**src/rtl/polygon_edge_sequencer_pkg.sv**
```systemverilog
// Shared types and defaults for the polygon edge sequencer and its vertex mux.
package polygon_edge_sequencer_pkg;

  localparam int COORD_W_DEF = 10;

  typedef struct packed {
    logic [COORD_W_DEF-1:0] x;
    logic [COORD_W_DEF-1:0] y;
  } point2d_t;

  typedef enum logic [2:0] {
    IDLE,
    CLR_REQ,
    CLR_WAIT,
    SETUP,
    DRAW,
    NEXT,
    DONE,
    ERR
  } seq_state_t;

endpackage

```
**src/rtl/polygon_edge_sequencer_vertex_mux.sv**
```systemverilog
// Combinational selector: returns vertex idx from packed X/Y coordinate buses.
module polygon_edge_sequencer_vertex_mux #(
  parameter int MAX_VERTS = 8,
  parameter int COORD_W   = 10,
  parameter int VIDX_W    = $clog2(MAX_VERTS + 1)
) (
  input  logic [MAX_VERTS*COORD_W-1:0] vert_x,
  input  logic [MAX_VERTS*COORD_W-1:0] vert_y,
  input  logic [VIDX_W-1:0]            idx,
  output logic [COORD_W-1:0]           x,
  output logic [COORD_W-1:0]           y
);

  // Out-of-range indices yield zero rather than an undefined slice.
  always_comb begin
    x = '0;
    y = '0;
    for (int k = 0; k < MAX_VERTS; k++) begin
      if (idx == VIDX_W'(k)) begin
        x = vert_x[k*COORD_W +: COORD_W];
        y = vert_y[k*COORD_W +: COORD_W];
      end
    end
  end

endmodule

```
**src/rtl/polygon_edge_sequencer.sv**
```systemverilog
// Walks an N-vertex polygon or polyline and issues one line-draw request per edge,
// optionally preceded by a framebuffer-clear handshake.
module polygon_edge_sequencer
  import polygon_edge_sequencer_pkg::*;
#(
  parameter int MAX_VERTS = 8,
  parameter int COORD_W   = COORD_W_DEF,
  localparam int VIDX_W   = $clog2(MAX_VERTS + 1)
) (
  input  logic                         clk,
  input  logic                         n_rst,
  input  logic                         start,
  input  logic [MAX_VERTS*COORD_W-1:0] vert_x,
  input  logic [MAX_VERTS*COORD_W-1:0] vert_y,
  input  logic [VIDX_W-1:0]            vert_count,
  input  logic                         closed,
  input  logic                         clear_en,
  input  logic                         clear_done,
  input  logic                         line_done,
  output logic [COORD_W-1:0]           p_x,
  output logic [COORD_W-1:0]           p_y,
  output logic [COORD_W-1:0]           q_x,
  output logic [COORD_W-1:0]           q_y,
  output logic                         line_start,
  output logic                         clear_start,
  output logic                         busy,
  output logic                         done,
  output logic                         error
);

  // Handshakes: start is a one-cycle request accepted only in IDLE; done (with
  // error for a bad count) is the one-cycle reply. line_start/clear_start are
  // one-cycle requests; line_done/clear_done are honoured only in DRAW/CLR_WAIT.
  seq_state_t state, state_nxt;

  logic [MAX_VERTS*COORD_W-1:0] vx_q, vy_q, src_x, src_y;
  logic [VIDX_W-1:0]            count_q, cnt_src, idx, idx_inc;
  logic [VIDX_W-1:0]            sel_p, sel_p_inc, sel_q, edges;
  logic                         closed_q, illegal;
  logic [COORD_W-1:0]           px_sel, py_sel, qx_sel, qy_sel;

  assign illegal = (vert_count < VIDX_W'(2)) || (vert_count > VIDX_W'(MAX_VERTS));
  assign idx_inc = idx + VIDX_W'(1);

  // A 2-vertex closed shape has only one distinct edge.
  assign edges = closed_q ? ((count_q == VIDX_W'(2)) ? VIDX_W'(1) : count_q)
                          : count_q - VIDX_W'(1);

  // The SETUP entered straight from IDLE must see the raw inputs, since the
  // latches load on that same edge.
  assign src_x   = (state == IDLE) ? vert_x     : vx_q;
  assign src_y   = (state == IDLE) ? vert_y     : vy_q;
  assign cnt_src = (state == IDLE) ? vert_count : count_q;

  always_comb begin
    sel_p     = (state == NEXT) ? idx_inc : '0;
    sel_p_inc = sel_p + VIDX_W'(1);
    sel_q     = (sel_p_inc == cnt_src) ? '0 : sel_p_inc;
  end

  polygon_edge_sequencer_vertex_mux #(
    .MAX_VERTS(MAX_VERTS), .COORD_W(COORD_W), .VIDX_W(VIDX_W)
  ) u_mux_p (
    .vert_x(src_x), .vert_y(src_y), .idx(sel_p), .x(px_sel), .y(py_sel)
  );

  polygon_edge_sequencer_vertex_mux #(
    .MAX_VERTS(MAX_VERTS), .COORD_W(COORD_W), .VIDX_W(VIDX_W)
  ) u_mux_q (
    .vert_x(src_x), .vert_y(src_y), .idx(sel_q), .x(qx_sel), .y(qy_sel)
  );

  always_comb begin
    state_nxt = state;
    unique case (state)
      IDLE: begin
        if (start) begin
          if (illegal)       state_nxt = ERR;
          else if (clear_en) state_nxt = CLR_REQ;
          else               state_nxt = SETUP;
        end
      end
      CLR_REQ:  state_nxt = CLR_WAIT;
      CLR_WAIT: if (clear_done) state_nxt = SETUP;
      SETUP:    state_nxt = DRAW;
      DRAW:     if (line_done) state_nxt = NEXT;
      NEXT:     state_nxt = (idx_inc == edges) ? DONE : SETUP;
      DONE:     state_nxt = IDLE;
      ERR:      state_nxt = IDLE;
      default:  state_nxt = IDLE;
    endcase
  end

  always_ff @(posedge clk or negedge n_rst) begin
    if (!n_rst) begin
      state    <= IDLE;
      vx_q     <= '0;
      vy_q     <= '0;
      count_q  <= '0;
      closed_q <= 1'b0;
      idx      <= '0;
      p_x      <= '0;
      p_y      <= '0;
      q_x      <= '0;
      q_y      <= '0;
    end else begin
      state <= state_nxt;
      if (state == IDLE && start) begin
        vx_q     <= vert_x;
        vy_q     <= vert_y;
        count_q  <= vert_count;
        closed_q <= closed;
        idx      <= '0;
      end else if (state == NEXT && state_nxt == SETUP) begin
        idx <= idx_inc;
      end
      // Endpoints are registered on entry to SETUP and held until the next one.
      if (state_nxt == SETUP) begin
        p_x <= px_sel;
        p_y <= py_sel;
        q_x <= qx_sel;
        q_y <= qy_sel;
      end
    end
  end

  assign line_start  = (state == SETUP);
  assign clear_start = (state == CLR_REQ);
  assign busy        = (state != IDLE);
  assign done        = (state == DONE) || (state == ERR);
  assign error       = (state == ERR);

endmodule

```
**config.mk**
```make
export PLATFORM = sky130hd
export DESIGN_NAME = polygon_edge_sequencer
export DESIGN_NICKNAME = d
export VERILOG_FILES = /design/src/rtl/polygon_edge_sequencer_pkg.sv /design/src/rtl/polygon_edge_sequencer_vertex_mux.sv /design/src/rtl/polygon_edge_sequencer.sv
export SDC_FILE = /design/constraint.sdc
export NUM_CORES = 1
export LEC_CHECK = 0
export ABC_AREA = 1
export CAP_MARGIN = 5
export CORE_AREA = 2 2 151 301
export CTS_CLUSTER_DIAMETER = 120
export DETAILED_ROUTE_END_ITERATION = 7
export DIE_AREA = 0 0 153 303
export PLACE_DENSITY_LB_ADDON = 0.1
export SETUP_SLACK_MARGIN = 0.15
export SLEW_MARGIN = 20
export SYNTH_ARGS = -nofsm -noshare
export SYNTH_HDL_FRONTEND = slang
export SYNTH_SLANG_ARGS = --single-unit
```
**constraint.sdc**
```tcl
create_clock -name clk -period 5 [get_ports clk]
set_clock_uncertainty 0.1 [all_clocks]
set_input_delay 0.5 -clock clk [delete_from_list [all_inputs] [get_ports clk]]
set_output_delay 0.5 -clock clk [all_outputs]
set_load 0.03 [all_outputs]
```
* Yosys cells after proc, flatten, opt, wreduce, memory -nomap -nowiden
Index checks and enable logic that the tools add are counted.
** Cells by class
- $lt $le $gt $ge :: 2
- Mux-type cells :: 48
- Eq/ne operators :: 25
- Reductions and logical operators :: 10
- Add/subtract/negate cells :: 3
** Operators with widths (count)
- $mux W10 :: 32
- $mux W80 :: 2
- $eq A4 B3 Y1 const B :: 8
- $mux W4 :: 7
- $pmux W3 S7 :: 1
- $eq A4 B2 Y1 const B :: 5
- $mux W3 :: 5
- $eq A3 B3 Y1 const B :: 4
- $eq A3 B2 Y1 const B :: 3
- $add A4 B1 Y4 const B :: 2
- $eq A4 B1 Y1 const B :: 2
- $eq A4 B4 Y1 :: 2
- $logic_not A4 Y1 :: 2
- $gt A4 B4 Y1 const B :: 1
- $lt A4 B2 Y1 const B :: 1
- $sub A4 B1 Y4 const B :: 1
- $eq A3 B1 Y1 const B :: 1
- $logic_not A3 Y1 :: 1
- $reduce_bool A3 Y1 :: 1
- $logic_and A1 B1 Y1 :: 2
- $logic_or A1 B1 Y1 :: 2
- $mux W2 :: 1
- $reduce_bool A2 Y1 :: 1
- $reduce_or A2 Y1 :: 1
** Word-level totals
- Input port bits :: 171
- Register bits after elaboration :: 212

* Depth between registers and ports, before layout
Gate-level depths: netlist of the first run.
- Depth in word-level cells :: 14
- Mapped depth :: 22
- Gate-level depth less buffers :: 20

* Cells and area by module
Synthesis of the first run repeated with hierarchy kept, for this count alone.
** Second synthesis, totals
- Cell total of the unflattened synthesis :: 1931
- Area total of the unflattened synthesis :: 13003.7 µm²
** Modules (own cells, without submodules)
- polygon_edge_sequencer :: sequential area each 5305.1 µm², area each 10381.2 µm², cells an instance 1367, instances 1
- polygon_edge_sequencer_vertex_mux :: sequential area each 0.0 µm², area each 1311.3 µm², cells an instance 282, instances 2

* Worst setup path before layout of the first run
OpenSTA, ideal clock, no wires.
- Path kind :: register to register
- Start point :: register idx[0]
- End point :: register q_y[8]
- Buffers on the path :: 2
- Arrival time :: 2.697 ns
- Library setup time :: 0.117 ns
- Slack :: 2.086 ns
- Clock period less this slack :: 2.914 ns
- Cell stages (with the launch flop) :: 20
- Path through :: dfrtp_1 > ha_1 > nand4_1 > ha_1 > buf_2 > inv_1 > nand3_1 > nand2_1 > nand3_1 > nor2_1 > nand2_2 > nand2_1 > nor2_4 > buf_4 > nand3_1 > nand2_1 > nor3_1 > nand4_1 > nand2_1 > nand2_1
** On the way
- Longest elaborated chain between the ends :: 14
- Elaborated cells on any way between the ends :: 25
- Classes of those cells :: add/sub (2); eq/ne (10); mux (12); reduce/logical (1)
** RTL lines
- start: declaration :: RTL line polygon_edge_sequencer.sv:37 : logic [VIDX_W-1:0] count_q, cnt_src, idx, idx_inc;
- start signal: assignment :: RTL line polygon_edge_sequencer.sv:115 : idx <= idx_inc;
- $add A4 B1 Y4 (*) :: RTL line polygon_edge_sequencer.sv:43 : assign idx_inc = idx + VIDX_W'(1);
- $mux W4 :: RTL line polygon_edge_sequencer.sv:56 : sel_p = (state == NEXT) ? idx_inc : '0;
- $add A4 B1 Y4 :: RTL line polygon_edge_sequencer.sv:57 : sel_p_inc = sel_p + VIDX_W'(1);
- $eq A4 B4 Y1 :: RTL line polygon_edge_sequencer.sv:58 : sel_q = (sel_p_inc == cnt_src) ? '0 : sel_p_inc;
- $mux W4 :: RTL line polygon_edge_sequencer.sv:58
- $logic_not A4 Y1 :: RTL line polygon_edge_sequencer_vertex_mux.sv:19 : if (idx == VIDX_W'(k)) begin
- $mux W10 (8 in series) :: RTL line polygon_edge_sequencer_vertex_mux.sv:19
- end signal: assignment :: RTL line polygon_edge_sequencer.sv:122 : q_y <= qy_sel;
- end: declaration :: RTL line polygon_edge_sequencer.sv:23 : output logic [COORD_W-1:0] q_y,
Mark *: on every way between the ends. The rest lies on a longest branch, timed or not.
A chain may end at the register's enable or synchronous reset.

* Final worst setup path of the first run
- Start point :: register idx[0]
- End point :: register q_x[5]
** On the way
- Longest elaborated chain between the ends :: 14
- Elaborated cells on any way between the ends :: 25
- Classes of those cells :: add/sub (2); eq/ne (10); mux (12); reduce/logical (1)
** RTL lines
- $add A4 B1 Y4 (*) :: RTL line polygon_edge_sequencer.sv:43
- $mux W4 :: RTL line polygon_edge_sequencer.sv:56
- $add A4 B1 Y4 :: RTL line polygon_edge_sequencer.sv:57
- $eq A4 B4 Y1 :: RTL line polygon_edge_sequencer.sv:58
- $mux W4 :: RTL line polygon_edge_sequencer.sv:58
- $logic_not A4 Y1 :: RTL line polygon_edge_sequencer_vertex_mux.sv:19
- $mux W10 (8 in series) :: RTL line polygon_edge_sequencer_vertex_mux.sv:19
- end signal: assignment :: RTL line polygon_edge_sequencer.sv:121 : q_x <= qx_sel;
- end: declaration :: RTL line polygon_edge_sequencer.sv:22 : output logic [COORD_W-1:0] q_x,
Marks and branches as above.

==> impl_results.md, run 1 <==
- Status: finished clean
- Number of I/O pins: 216
- Max-cap viol count: 0
- Req. time, crit path: 5.38 ns
- Largest net degree at the start of global routing: 149
- Remaining antenna violation count: 0
- Tot Pwr: 9.72 mW
- Die area: 46400 um^2
- Final Cycle Share: 82.0%
- Hold buffer count at CTS: 1
- Clock Latency Late Sink: 0.53 ns
- CP delay by family, top: simple AND/OR/NAND/NOR gates
- Row count: 109
- P_leak: 8.21 nW
- Vias: 12938
- Worst-Margin Slew: 1.09 ns
- Final count of hold timing violations: 0
- Combinational group share of total power: 52.4%
- Minimum clock period: 4.10 ns
- Post-synth top area share: 40.6%
- Buf/Inv on CP: 2
- Cell Area, Synth: 13100 um^2
- Number of antenna repair diodes: 0
- Placed cell count: 2642
- Highest clock rate: 244 MHz
- Initial antenna violation count: 1
- Slew Limit Fails: 0
- Final instance area: 16400 um^2
- Crit path kind: register to register
- Sw Share: 47.4%
- Core box area: 44100 um^2
- Clock buffer depth: 3
- Cell taking the most area after synthesis: dfrtp_1
- Die Span X: 153 um
- Yosys warns: 0
- Setup_tns: 0 ns
- Mapped Avg Cell Area: 6.63 um^2
- Initial Utilization: 29.7%
- Sequential area share after synthesis: 40.6%
- Most common cell after layout, fill and taps aside: nand2_1
- RSZ-0062 raised after global routing: no
- Gr ovfl total: 0
- Clock Power Share: 17.5%
- Final HPWL from detailed placement: 36400 um
- Max incr delay on CP: 0.80 ns
- Worst Path Arrival: 4.48 ns
- Placed cell area: 15600 um^2
- Post-DR wirelength/cell: 18.2 um
- Setup crit start kind: register
- Final Non-Filler Cells: 2682
- GPL Wtd Cong: 0.940
- Clock net sink count: 212
- H-Tree Depth: 1
- Commonest non-fill, non-tap cells in the layout: nand2_1, o21ai_0, clkdlybuf4s50_1
- Footprint of the multi-input gates: 6570 um^2
- Nets: 2289
- Post-Syn Instances: 1971
- DR pass1 iterations: 5
- Layout fillers: 4728
- Sequential share of power: 30.0%
- Routed WL: 48900 um
- Layout cells sized above 1: 4.84%
- Pwr dens: 594 nW/um^2
- Peak VDD IR: 0.358 mV
- Clk root buf: clkbuf_16
- Critical path peak fanout: 20
- Total GRT Usage: 20.6%
- #FFs+latches synth: 212
- CP endpoint kind: register
- Distinct cells, synth: 34
- Area Growth Syn to Fin: 25.3%
- Worst Hold Class: register to register
- CTS tree: built
- First-pass GRT wire length: 74800 um
- Net Count, Synth: 2148
- DRC violation count after routing: 0
- Register area: 5310 um^2
- Number of buffers created by CTS: 22
- DRT iter0 DRCs: 1006
- Via/cell ratio: 4.82
- Post-CTS setup buffers: 0
- Internal: 5.11 mW
- I/O Buffers: 215
- Number of setup violations in the final report: 0
- Main area contributors after synthesis: dfrtp_1, nand2_1, o21ai_0
- Crit-path cells: ha_1, nand4_1, ha_1, inv_1, nand3_1, nand2_1, nand3_1, nor2_1, nand2_2, nand4_1, or2_0, nand3_1, nand2_1, nand4_1, nand2_1, inv_1
- Die H: 303 um
- Crit-path slowest cell: nand4_1
- CTS resizes: 0
- Net Sw Power: 4.61 mW
- Reg clk slew, reported paths: 0.07 ns
- Rel. slew slack: 27.1%
- Vias in the first global route: 12032
==> metrics by stage <==
step           worst slack [ns]  hold slack, ns  util [%]
6_report                  0.899           0.365      37.1
5_1_grt                   0.499           0.389      37.1
4_1_cts                   0.924           0.368      37.1
3_5_place_dp              0.915           0.351      35.5
3_3_place_gp              0.965           0.346      35.5
2_1_floorplan              2.09           0.104         -
==> final timing paths <==
kind	start	endpoint	slack (ns)	cells after the start
worst min-delay path	vx_q[5]	vx_q[5]	0.36	2
worst min register to register	vx_q[5]	vx_q[5]	0.36	2
max in group asynchronous	n_rst	vy_q[78]	3.08	3
worst max register to register	idx[0]	q_x[5]	0.90	16
worst max-delay path	idx[0]	q_x[5]	0.90	16
min in group asynchronous	n_rst	state[1]	0.47	2
==> routing by layer <==
layer / share of wire (%) / track usage [%]
met5: 0 / 0
met1: 43 / 27.1
met4: 3.0 / 6.66
met3: 4.7 / 2.00
met2: 49 / 35.8
==> cells by family after synthesis <==
group / share of synthesized area, %
compound gates: 16.1
buf+inv: 9.55
flops: 40.6
xor+xnor: 0.268
fa+ha+maj: 0.575
mux: 2.53
simple gates: 30.4
==> registers in the layout (all words and copies together) (netlist names) <==
name,flops
closed_q,1
idx,4
vx_q,80
q_y,10
state,3
p_x,10
p_y,10
count_q,4
vy_q,80
q_x,10
==> layout make-up <==
class	instances	share of cell area (%)
clock buffers	29	3.90
well taps	555	4.24
repair buffers	237	14.4
flip-flops and latches	212	32.4
inverters	192	4.43
multi-input cells	1447	40.2
clock inverters	10	0.489
==> synthesized netlist by cell type <==
master	n
o21bai_1	1
nand2_2	4
buf_1	2
ha_1	6
nand2_1	688
buf_4	2
nand3_1	40
o211ai_1	2
dfrtp_1	212
nand3_2	3
o21ai_0	339
o31ai_1	1
a31oi_1	2
inv_2	9
buf_2	43
clkbuf_1	71
or2_0	2
a211oi_1	2
xor2_1	4
inv_1	182
nand4_1	29
o21ai_1	17
nor3_4	1
buf_6	2
nor2_2	4
or2_2	12
a21oi_1	41
mux2i_1	33
nor2_4	2
nor2_1	183
a22oi_1	1
nor3_1	22
o22ai_1	8
clkinv_1	1
==> power groups by stage <==
stage               Sequential (mW)  Clock [mW]  Combinational [mW]
finish                         2.92        1.71                5.10
detailed placement             2.95           0                5.12
global placement               2.92           0                5.09
floorplan                      3.07           0                3.19
CTS                            2.92        1.76                5.14
global route                   3.01        1.82                5.78
==> worst min-delay path, cell delays in order (launching register included) <==
cell     delay, ns
dfrtp_1       0.34
nand2_1       0.05
nand2_1       0.05
No activity file was read; power rests on OpenSTA's default activity.
==> run 2: changes to the inputs <==
==> constraint.sdc (replaced) <==
create_clock -name clk -period 3.98 [get_ports clk]
set_clock_uncertainty 0.1 [all_clocks]
set_input_delay 0.398 -clock clk [delete_from_list [all_inputs] [get_ports clk]]
set_output_delay 0.398 -clock clk [all_outputs]
set_load 0.03 [all_outputs]
==> run 2 against run 1 <==
Against the previous run: flip-flop and latch count unchanged; combinational power up 28%; register-to-register slack worse by 0.48 ns; sequential power up 25%; cell area up 1.2%; sequential share of layout area down 0.39 points; critical path depth unchanged; cell count up 0.56%; highest routed layer unchanged; clock-buffer cell count up 6; maximum frequency up 15%; critical endpoint is now q_x[6]; first-iteration DRC count down 11%.
==> impl_results.md, run 2 (synthesis gave the netlist of run 1 again) <==
- Status: finished clean
- First-pass GRT wire length: 74200 um
- Die Span X: 153 um
- Die area: 46400 um^2
- Routed wl met2: 24600 um
- Clock Latency Late Sink: 0.55 ns
- M1 WL: 20200 um
- Met3 WL post-DR: 1900 um
- RSZ-0062 raised after global routing: no
- Remaining antenna violation count: 0
- Final Cycle Share: 89.5%
- Worst-Margin Slew: 0.996 ns
- Pre-CTS WS: 0.369 ns
- GPL Wtd Cong: 0.877
- Via/cell ratio: 4.77
- Final Non-Filler Cells: 2697
- Final setup margin: 0.419 ns
- Initial antenna violation count: 1
- DRT iter0 DRCs: 898
- DRC violation count after routing: 0
- CTS tree: built
- Clk root buf: clkbuf_16
- Vias in the first global route: 12366
- Initial Utilization: 29.7%
- Most common cell after layout, fill and taps aside: nand2_1
- Worst Path Arrival: 3.90 ns
- Regs by FF count: vx_q: 80 flops, vy_q: 80 flops
- Clock net sink count: 212
- Max layer used: met4
- Max-cap viol count: 0
- Rel. slew slack: 33.6%
- Highest clock rate: 281 MHz
- Largest net degree at the start of global routing: 103
- Number of I/O pins: 216
- Setup crit start kind: register
- Core box area: 44100 um^2
- Commonest non-fill, non-tap cells in the layout: nand2_1, o21ai_0, clkdlybuf4s50_1
- Number of buffers created by CTS: 23
- Layout cells sized above 1: 5.46%
- Post-DR wirelength/cell: 17.8 um
- Reg clk slew, reported paths: 0.07 ns
- Number of antenna repair diodes: 0
- Minimum clock period: 3.56 ns
- Total GRT Usage: 20.4%
- DR pass1 iterations: 5
- Clock buffer depth: 3
- CP endpoint kind: register
- Critical path peak fanout: 20
- Worst Hold Class: primary input to register
- Die H: 303 um
- I/O Buffers: 215
- Gr ovfl total: 0
- Nets: 2303
- Slew Limit Fails: 0
- Row count: 109
- Routed WL: 47900 um
- Pwr dens: 754 nW/um^2
- P_leak: 8.31 nW
- Final HPWL from detailed placement: 36500 um
- Final count of hold timing violations: 0
- Req. time, crit path: 4.32 ns
- Placed cell count: 2655
- Area Growth Syn to Fin: 26.8%
- Number of setup violations in the final report: 0
- Crit path kind: register to register
- H-Tree Depth: 1
- Peak VDD IR: 0.536 mV
- Vias: 12867
- Setup_tns: 0 ns
## run 2: cell count changes in the layout (fill, tap and decap cells not counted)
cell | previous run | this run
buf_4 | 19 | 30
clkbuf_1 | 2 | 4
clkbuf_8 | 4 | 8
clkinv_2 | 7 | 1
clkinvlp_4 | 2 | 0
inv_8 | 0 | 1
inv_6 | 1 | 3
ha_2 | 0 | 1
buf_12 | 2 | 4
ha_1 | 6 | 5
bufinv_16 | 1 | 2
## run 2: power breakdown
part           leakage, nW  switching (mW)  internal (mW)
sequential            2.67           0.534           3.13
combinational         5.25            4.35           2.16
clock                0.393           0.970           1.35
total                 8.31            5.85           6.64
## run 2: metrics by stage
| stage | hold slack [ns] | util [%] | power (mW) | area [um^2] |
|---|---|---|---|---|
| 6_report | 0.317 | 37.6 | 12.5 | 16600 |
| 5_1_grt | 0.317 | 37.6 | 13.6 | 16600 |
| 4_1_cts | 0.292 | 37.6 | 12.6 | 16600 |
| 3_5_place_dp | 0.353 | 35.8 | 10.2 | 15800 |
| 3_3_place_gp | 0.346 | 35.8 | 10.2 | 15800 |
| 2_1_floorplan | 0.00241 | - | 7.87 | 13100 |
## run 2: layer usage
| layer | GRT usage, % | vias up |
|---|---|---|
| li1 | - | 6553 |
| met1 | 25.3 | 5923 |
| met2 | 37.5 | 344 |
| met3 | 2.03 | 47 |
| met4 | 5.86 | 0 |
| met5 | 0 | - |
## run 2: critical path, stage by stage (launching register included)
cell,delay (ns)
dfrtp_1,0.50
ha_1,0.41
nand4_1,0.26
ha_2,0.46
inv_1,0.13
nand3_1,0.08
nand2_1,0.07
nand3_1,0.06
nor2_1,0.13
nand2_2,0.14
nand4_1,0.11
buf_4,0.28
nor2_1,0.07
nor3_1,0.34
nand4_1,0.16
nand2_1,0.10
nand2_1,0.05
## run 2: final timing paths
path	startpoint	depth (start not counted)	slack, ns	end
max in group asynchronous	n_rst	3	2.54	vy_q[10]
setup reg to reg	idx[0]	16	0.42	q_x[6]
setup / recovery	idx[0]	16	0.42	q_x[6]
min in group asynchronous	n_rst	2	0.41	state[1]
hold reg to reg	vx_q[3]	2	0.36	vx_q[3]
hold / removal	vert_x[40]	3	0.32	vx_q[40]
## run 2: layout make-up
cell class,instances,area [um^2]
well taps,555,694
fillers,4708,27500
clock inverters,6,93.8
multi-input cells,1447,6570
flip-flops and latches,212,5310
repair buffers,250,2470
inverters,192,726
clock buffers,35,701
## run 2: repair_timing
action	CTS	global route
gates resized for setup	0	1
endpoints found under the hold margin	92	0
buffers inserted	0	0
hold buffers	1	0
setup endpoints to repair	0	12
